### src/rtl/priv_trap_ctrl.sv
// Trap-entry / mret controller: prioritises exceptions and interrupts, latches mcause/mepc/mtval,
// holds intr while the pipeline drains, then redirects fetch for exactly one cycle.
module priv_trap_ctrl #(
  parameter int WORD_W = 32,
  parameter bit VEC_EN = 1'b1
) (
  input  logic              CLK,
  input  logic              nRST,
  input  logic              mal_insn,
  input  logic              fault_insn,
  input  logic              illegal_insn,
  input  logic              breakpoint,
  input  logic              env,
  input  logic              mal_l,
  input  logic              fault_l,
  input  logic              mal_s,
  input  logic              fault_s,
  input  logic              fault_insn_page,
  input  logic              fault_load_page,
  input  logic              fault_store_page,
  input  logic              mret,
  input  logic              pipe_clear,
  input  logic [WORD_W-1:0] epc,
  input  logic [WORD_W-1:0] badaddr,
  input  logic              timer_int,
  input  logic              soft_int,
  input  logic              ext_int,
  input  logic              mie_global,
  input  logic [WORD_W-1:0] mtvec,
  input  logic [WORD_W-1:0] mepc_r,
  output logic              intr,
  output logic              insert_pc,
  output logic [WORD_W-1:0] priv_pc,
  output logic              trap_we,
  output logic [WORD_W-1:0] trap_cause,
  output logic [WORD_W-1:0] trap_epc,
  output logic [WORD_W-1:0] trap_tval,
  output logic              mret_we
);

  typedef enum logic [1:0] {IDLE, DRAIN, REDIRECT} state_t;

  state_t            state;
  logic              is_int;
  logic              is_ret;
  logic [3:0]        code;

  logic              exc_valid;
  logic [3:0]        exc_code;
  logic [WORD_W-1:0] exc_tval;
  logic              int_valid;
  logic [3:0]        int_code;

  // Exception priority encoder; mtval is badaddr for address faults, epc for breakpoint.
  always_comb begin
    exc_valid = 1'b1;
    exc_code  = 4'd0;
    exc_tval  = badaddr;
    if (fault_insn_page)       exc_code = 4'd12;
    else if (fault_insn)       exc_code = 4'd1;
    else if (illegal_insn) begin
      exc_code = 4'd2;
      exc_tval = '0;
    end
    else if (mal_insn)         exc_code = 4'd0;
    else if (env) begin
      exc_code = 4'd11;
      exc_tval = '0;
    end
    else if (breakpoint) begin
      exc_code = 4'd3;
      exc_tval = epc;
    end
    else if (mal_s)            exc_code = 4'd6;
    else if (mal_l)            exc_code = 4'd4;
    else if (fault_store_page) exc_code = 4'd15;
    else if (fault_load_page)  exc_code = 4'd13;
    else if (fault_s)          exc_code = 4'd7;
    else if (fault_l)          exc_code = 4'd5;
    else                       exc_valid = 1'b0;
  end

  always_comb begin
    int_valid = mie_global & (ext_int | soft_int | timer_int);
    int_code  = 4'd7;
    if (ext_int)       int_code = 4'd11;
    else if (soft_int) int_code = 4'd3;
  end

  logic [WORD_W-1:0] vec_base;
  logic [WORD_W-1:0] vec_off;
  logic              use_vec;

  assign vec_base = {mtvec[WORD_W-1:2], 2'b00};
  assign vec_off  = {{(WORD_W-6){1'b0}}, code, 2'b00};
  // Reserved modes 2 and 3 fall through to direct mode.
  assign use_vec  = VEC_EN && (mtvec[1:0] == 2'b01) && is_int;

  always_comb begin
    priv_pc = '0;
    if (insert_pc) begin
      if (is_ret)       priv_pc = {mepc_r[WORD_W-1:2], 2'b00};
      else if (use_vec) priv_pc = vec_base + vec_off;
      else              priv_pc = vec_base;
    end
  end

  always_ff @(posedge CLK or negedge nRST) begin
    if (!nRST) begin
      state      <= IDLE;
      is_int     <= 1'b0;
      is_ret     <= 1'b0;
      code       <= 4'd0;
      intr       <= 1'b0;
      insert_pc  <= 1'b0;
      trap_we    <= 1'b0;
      mret_we    <= 1'b0;
      trap_cause <= '0;
      trap_epc   <= '0;
      trap_tval  <= '0;
    end else begin
      case (state)
        IDLE: begin
          if (exc_valid) begin
            state      <= DRAIN;
            intr       <= 1'b1;
            is_int     <= 1'b0;
            is_ret     <= 1'b0;
            code       <= exc_code;
            trap_cause <= {{(WORD_W-4){1'b0}}, exc_code};
            trap_epc   <= epc;
            trap_tval  <= exc_tval;
          end else if (int_valid) begin
            state      <= DRAIN;
            intr       <= 1'b1;
            is_int     <= 1'b1;
            is_ret     <= 1'b0;
            code       <= int_code;
            trap_cause <= {1'b1, {(WORD_W-5){1'b0}}, int_code};
            trap_epc   <= epc;
            trap_tval  <= '0;
          end else if (mret) begin
            state      <= DRAIN;
            intr       <= 1'b1;
            is_int     <= 1'b0;
            is_ret     <= 1'b1;
            code       <= 4'd0;
            trap_cause <= '0;
            trap_epc   <= '0;
            trap_tval  <= '0;
          end
        end
        DRAIN: begin
          if (pipe_clear) begin
            state     <= REDIRECT;
            insert_pc <= 1'b1;
            trap_we   <= ~is_ret;
            mret_we   <= is_ret;
          end
        end
        REDIRECT: begin
          state     <= IDLE;
          intr      <= 1'b0;
          insert_pc <= 1'b0;
          trap_we   <= 1'b0;
          mret_we   <= 1'b0;
        end
        default: begin
          state     <= IDLE;
          intr      <= 1'b0;
          insert_pc <= 1'b0;
          trap_we   <= 1'b0;
          mret_we   <= 1'b0;
        end
      endcase
    end
  end

endmodule
### config.mk
export PLATFORM = sky130hd
export DESIGN_NAME = priv_trap_ctrl
export DESIGN_NICKNAME = d
export VERILOG_FILES = /design/src/rtl/priv_trap_ctrl.sv
export SDC_FILE = /design/constraint.sdc
export NUM_CORES = 1
export LEC_CHECK = 0
export CORE_ASPECT_RATIO = 0.8
export CORE_UTILIZATION = 39
export DETAILED_ROUTE_END_ITERATION = 12
export PLACE_DENSITY = 0.81
export SYNTH_ARGS = -nofsm -noshare
export SYNTH_HDL_FRONTEND = slang
export SYNTH_SLANG_ARGS = --single-unit
export TNS_END_PERCENT = 30
### constraint.sdc
create_clock -name CLK -period 4.1 [get_ports CLK]
set_clock_uncertainty 0.2 [all_clocks]
set_input_delay 0.82 -clock CLK [delete_from_list [all_inputs] [get_ports CLK]]
set_output_delay 0.82 -clock CLK [all_outputs]
set_load 0.02 [all_outputs]
==> results of run 1 <==
==> worst max-delay path: stages <==
cell,delay (ns)
clkdlybuf4s50_1,0.43
ha_1,0.36
buf_4,0.14
o21a_1,0.13
a21oi_1,0.09
buf_6,0.16
nor4_1,0.31
xnor2_1,0.11
a21oi_1,0.17
clkdlybuf4s15_2,0.28
==> logic make-up after synthesis <==
group	synth area share (%)
DFF	37.88
and+or+nand+nor	15.82
xor gates and xnor gates	4.535
buffers and inverters	9.743
other	0.07469
AOI/OAI and AO/OA	30.55
adders and majority gates	1.396
==> per-layer routing <==
metal / part of all wire (%) / global-route usage [%] / vias up
met3: 7.7 / 7.407 / 30
met5: 0 / 0 / -
li1: - / - / 2580
met4: 1.7 / 6.154 / 0
met2: 48 / 43.91 / 235
met1: 43 / 34.31 / 2659
==> cell type report <==
| class | instances | area (sq um) | share of cell area, % |
|---|---|---|---|
| multi-input combinational | 438 | 2953 | 35.50 |
| timing repair buffer | 298 | 2843 | 34.18 |
| sequential | 76 | 1902 | 22.86 |
| clock buffer | 10 | 229.0 | 2.753 |
| tap | 171 | 214.0 | 2.572 |
| clock inverter | 6 | 136.4 | 1.640 |
| inverter | 11 | 41.29 | 0.4964 |
==> cells in the mapped netlist (8+ instances only) <==
| cell type | n | area [sq um] |
|---|---|---|
| buf_4 | 36 | 270.3 |
| clkbuf_1 | 35 | 131.4 |
| inv_1 | 11 | 41.29 |
| nand2_1 | 51 | 191.4 |
| a22o_1 | 32 | 280.3 |
| nand3_1 | 8 | 40.04 |
| dfrtp_1 | 76 | 1902 |
| nand2b_1 | 33 | 206.5 |
| o21ai_1 | 10 | 50.05 |
| xnor2_1 | 26 | 227.7 |
| o221ai_1 | 32 | 280.3 |
| nor2_1 | 13 | 48.80 |
| o21ai_0 | 58 | 290.3 |
| a21oi_1 | 72 | 360.4 |
==> flip-flops by register name, summed over array words and instances (netlist names) <==
signal      count
trap_epc       32
trap_tval      32
code            3
state           2
trap_cause      2
insert_pc       1
intr            1
is_ret          1
mret_we         1
trap_we         1
==> how the worst max path moves through the flow <==
| stage | end | slack, ns | cells past startpoint |
|---|---|---|---|
| finish | priv_pc[31] | 0.06 | 10 |
| global route | priv_pc[25] | -0.04 | 8 |
| CTS | priv_pc[21] | -0.07 | 10 |
| detailed placement | priv_pc[28] | -1.00 | 11 |
| global placement | priv_pc[24] | -0.78 | 11 |
| floorplan | priv_pc[26] | 0.28 | 9 |
==> power groups by stage <==
| stage | Sequential, W | Clock, W | Combinational [W] |
|---|---|---|---|
| floorplan | 0.00173 | 0 | 0.00119 |
| global route | 0.00140 | 0.00102 | 0.00322 |
| CTS | 0.00135 | 0.000986 | 0.00299 |
| global placement | 0.00134 | 0 | 0.00294 |
| finish | 0.00135 | 0.000974 | 0.00301 |
| detailed placement | 0.00135 | 0 | 0.00301 |
==> metrics by stage <==
step	instances	hold WS (ns)	power, W
2_1_floorplan	604	0.2692	0.002917
3_3_place_gp	993	0.2633	0.004279
3_5_place_dp	993	0.2701	0.004364
4_1_cts	1009	0.2873	0.005325
5_1_grt	1010	0.3128	0.005643
6_report	1010	0.2905	0.005340
==> what timing repair did <==
item                                    in CTS  in global routing
hold endpoints to repair                     0                  0
endpoints found under the setup margin      28                 27
pin swaps                                    5                  9
gates resized for setup                    107                 27
setup buffers                                0                  1
gates cloned                                 0                  0
==> metrics.yaml, run 1 <==
timing:
  slew_violations: 0
  max_freq_ghz: 0.2477
  final.period_utilization_pct: 98.46
  fin_tns_setup_ns: 0
  timing.final.ws_setup_ns: 0.06322
  worstMarginPinSlew_ns: 1.075
  final.min_clock_period_ns: 4.037
  setup_viol: 0
  slew_headroom_pct: 28.14
  rsz0062_at_grt: "yes"
  hold_viol_final: 0
pwr:
  leakagePower_nw: 3.364
  intPower_w: 0.003125
  swShare_pct: 41.47
  pwr-share-comb_pct: 56.4
  clkPwrFrac_pct: 18.2
  power.density_nw_per_um2: 642.0
  p_sw_w: 0.002215
  ir_worst_vdd_mv: 0.3618
  seq_power_share_pct: 25.3
floorplan:
  core_area_sq_um: 12340
  dieArea_sq_um: 13340
  start_util_pct: 40.68
  die_w_microns: 128.9
  die_h_microns: 103.5
  io_pins: 280
  rows: 36
clock_network:
  numCtsBuffers: 9
  hold_buffers: 0
  htreeDepth: 3
  clk_pin_slew_worst_paths_ns: 0.06
  cts_root_buf: "clkbuf_16"
  cts_tree: "built"
  clkLatencyLatePin_ns: 0.33
  clock_sinks: 76
  cts_buffer_depth: 2
worst_setup_path:
  timing.reg2reg.setup_slack_ns: 1.64
  cp.required_ns: 3.08
  worstPathArrival_ns: 3.02
  timing.rr.start: "state[1]"
  r2r-end: "code[1]"
  path_max_fanout: 13
  end_kind: "output pin"
  start_kind: "primary input"
  r2r_cells: 4
  startpoint: "mtvec[5]"
  crit_type: "in -> out"
routing:
  postRouteAntennaNets: 0
  routed_wl_mm: 18.30
  wl_per_cell_microns: 18.12
  vias: 5504
  drt-initial-drc-count: 321
  drcViolationCount: 0
  drt-pass1-iter-count: 5
  via_per_inst: 5.450
global_route:
  grt_pass1_vias: 5219
  grt_start_max_net_pins: 77
  grt_overflow_total: 0
  grt_pass1_wl_mm: 27.38
  antenna_found_initial: 0
  grt_use_total_pct: 26.42
min_path:
  hold_end: "trap_tval[8]"
  hold_path_class: "reg -> reg"
  hold_start: "trap_tval[8]"
  hold_depth: 2
layout:
  nFillCells: 971
  diodes: 0
  final_common_cell: "clkdlybuf4s50_1"
  nets: 987
  final_area_sq_um: 8318
  utilization_pct: 67.40
  mostFrequentLayoutCells: "clkdlybuf4s50_1, dfrtp_1, a21oi_1"
  drive_gt1_share_pct: 14.06
  synthToLayoutAreaGrowth_pct: 65.66
run_status:
  status: "completed"
synth:
  synthFlopType: "dfrtp_1"
  synth.distinct_cells: 51
  async_reset_ff_share_pct: 100.0
  yosys_warnings: 0
  synth_area_sq_um: 5021
  synth_enable_flop_cells: 0
  syn_avg_cell_area_sq_um: 8.717
  synth_seq_area_share_pct: 37.88
  synth_seq_cells: 76
  synth_cells: 576
placement:
  gp_congestion: 0.9622
  placed_area_sq_um: 7785
  port_buffers: 248
  dp_hpwl_mm: 13.16
  dp_slack_ns: -1.005
run:
  maxCapViolCount: 0
No activity file was read; power rests on OpenSTA's default activity.
==> run 2: changes to the inputs <==
- CTS_CLUSTER_SIZE: unset -> 8
- GPL_TIMING_DRIVEN: unset -> 0
==> metrics.yaml, run 2 (synthesized netlist as in run 1, its figures left out) <==
routing:
  drt-initial-drc-count: 360  # +12%
  routed_wl_mm: 19.68  # +7.6%
  postRouteAntennaNets: 0  # unchanged
  drcViolationCount: 0  # unchanged
  via_per_inst: 5.495  # +0.84%
  wl_per_cell_microns: 18.85  # +4.0%
  vias: 5737  # +4.2%
  drt-pass1-iter-count: 4  # -1
layout:
  final_common_cell: "clkdlybuf4s50_1"
  nets: 1021  # +3.4%
  drive_gt1_share_pct: 13.52  # -0.55 points
  final_area_sq_um: 8431  # +1.4%
  mostFrequentLayoutCells: "clkdlybuf4s50_1, dfrtp_1, a21oi_1"
  utilization_pct: 68.31  # +0.91 points
  diodes: 0  # unchanged
  synthToLayoutAreaGrowth_pct: 67.90
  reg.largest.list: "trap_epc: 32 flops, trap_tval: 32 flops, code: 3 flops"
worst_setup_path:
  max_stage_delay_ns: 0.44  # about the same
  start_kind: "primary input"
  path_max_fanout: 10  # -3
  crit_type: "in -> out"
  end_kind: "output pin"
  worstPathArrival_ns: 3.04  # +0.02 ns
  path_cells: "clkdlybuf4s50_1 -> ha_1 -> o21a_1 -> a21oi_4 -> buf_8 -> nor4_1 -> xnor2_1 -> a21oi_1 -> buf_2"
  cpMaxStageDelayCell: "clkdlybuf4s50_1"
  cp.required_ns: 3.08  # about the same
min_path:
  hold_path_class: "in -> async"
timing:
  timing.final.ws_setup_ns: 0.04122  # -0.02200 ns
  final.period_utilization_pct: 98.99  # +0.54 points
  fin_hold_ws_ns: 0.1836  # -0.1069 ns
  setup_viol: 0  # unchanged
  final.min_clock_period_ns: 4.059  # +0.02200 ns
  slew_violations: 0  # unchanged
  rsz0062_at_grt: "yes"
  hold_viol_final: 0  # unchanged
  max_freq_ghz: 0.2464  # -0.54%
  slew_headroom_pct: 56.07  # +28 points
  worstMarginPinSlew_ns: 0.6576  # -0.4175 ns
clock_network:
  clkLatencyLatePin_ns: 0.33  # about the same
  hold_buffers: 0  # unchanged
  cts_root_buf: "clkbuf_16"
  htreeDepth: 3  # unchanged
  cts_tree: "built"
  cts_buffer_depth: 2  # unchanged
  numCtsBuffers: 9  # unchanged
  clock_sinks: 76  # unchanged
  clk_pin_slew_worst_paths_ns: 0.06  # about the same
floorplan:
  die_h_microns: 103.5  # unchanged
  start_util_pct: 40.68  # unchanged
  io_pins: 280  # unchanged
  dieArea_sq_um: 13340  # unchanged
  rows: 36  # unchanged
  die_w_microns: 128.9  # unchanged
  core_area_sq_um: 12340  # unchanged
pwr:
  seq_power_share_pct: 24.3  # -1.0 points
  swShare_pct: 41.63  # +0.16 points
  leakagePower_nw: 3.434  # +2.1%
  clkPwrFrac_pct: 19.1  # +0.9 points
  ir_worst_vdd_mv: 0.3734  # +3.2%
  pwr-share-comb_pct: 56.6  # +0.2 points
  p_sw_w: 0.002296  # +3.7%
  intPower_w: 0.003219  # +3.0%
  power.density_nw_per_um2: 654.3  # +1.9%
  finalPower_w: 0.005516  # +3.3%
run_status:
  status: "completed"
placement:
  port_buffers: 246  # -0.81%
  dp_hpwl_mm: 14.93  # +13%
  placed_area_sq_um: 7828  # +0.55%
  dp_slack_ns: -0.9059  # +0.09908 ns
  gp_congestion: 0.9283  # -3.5%
global_route:
  grt_pass1_wl_mm: 29.37  # +7.3%
  grt_pass1_vias: 5403  # +3.5%
  grt_start_max_net_pins: 54  # -30%
  antenna_found_initial: 0  # unchanged
  grt_overflow_total: 0  # unchanged
  grt_use_total_pct: 28.97  # +2.5 points
run:
  maxCapViolCount: 0  # unchanged
## run 2: metal layers
layer	up-vias	track usage, %	wire length [microns]
met5	-	0	0
met2	277	44.82	8943
met1	2758	40.08	8674
li1	2658	-	-
met4	0	9.683	551
met3	44	6.636	1511
## run 2: final cells by class
type | instances | area, sq um
multi-input cells | 438 | 2925
repair buffers | 253 | 2477
clock buffers | 10 | 239.0
inverters | 11 | 41.29
fillers | 1005 | 3911
flip-flops and latches | 76 | 1902
well taps | 171 | 214.0
clock inverters | 6 | 158.9
plain buffers | 79 | 473.0
## run 2: what timing repair did
item / in CTS / in global routing
pin swaps: 3 / 14
gates resized for setup: 105 / 33
setup endpoints to repair: 28 / 27
buffers inserted: 0 / 6
## run 2: critical path: cells and delay by family
kind | cells | cell delay, ns
and+or+nand+nor | 1 | 0.32
AOI/OAI and AO/OA | 3 | 0.55
buffers and inverters | 3 | 0.81
xor gates and xnor gates | 1 | 0.13
adders and majority gates | 1 | 0.40
## run 2: per-stage QoR
| stage | cells | setup TNS [ns] |
|---|---|---|
| floorplan | 604 | 0 |
| CTS | 1038 | -1.683 |
| global placement | 1021 | -64.35 |
| detailed placement | 1022 | -16.86 |
| global route | 1044 | -0.05257 |
| finish | 1044 | 0 |
## run 2: power groups by stage
stage	combinational, W	clock, W	sequential (W)
final	0.00312	0.00105	0.00134
after global routing	0.00334	0.00110	0.00139
after CTS	0.00307	0.00106	0.00134
after detailed placement	0.00308	0	0.00134
after global placement	0.00303	0	0.00134
after floorplan	0.00119	0	0.00173
## run 2: worst paths after layout
path | startpoint | to | slack (ns) | cells past startpoint
max in group asynchronous | nRST | code[2] | 2.93 | 2
min in group CLK | trap_tval[21] | trap_tval[21] | 0.28 | 2
max | mtvec[5] | priv_pc[29] | 0.04 | 9
max reg2reg | state[1] | trap_epc[3] | 1.63 | 4
min reg2reg | trap_tval[21] | trap_tval[21] | 0.28 | 2
min | nRST | trap_epc[7] | 0.18 | 1
==> run 3: changes to the inputs <==
- CTS_CLUSTER_DIAMETER: unset -> 150
==> results of run 3 <==
Final layout, timing and power as in run 2 (identical DEF).
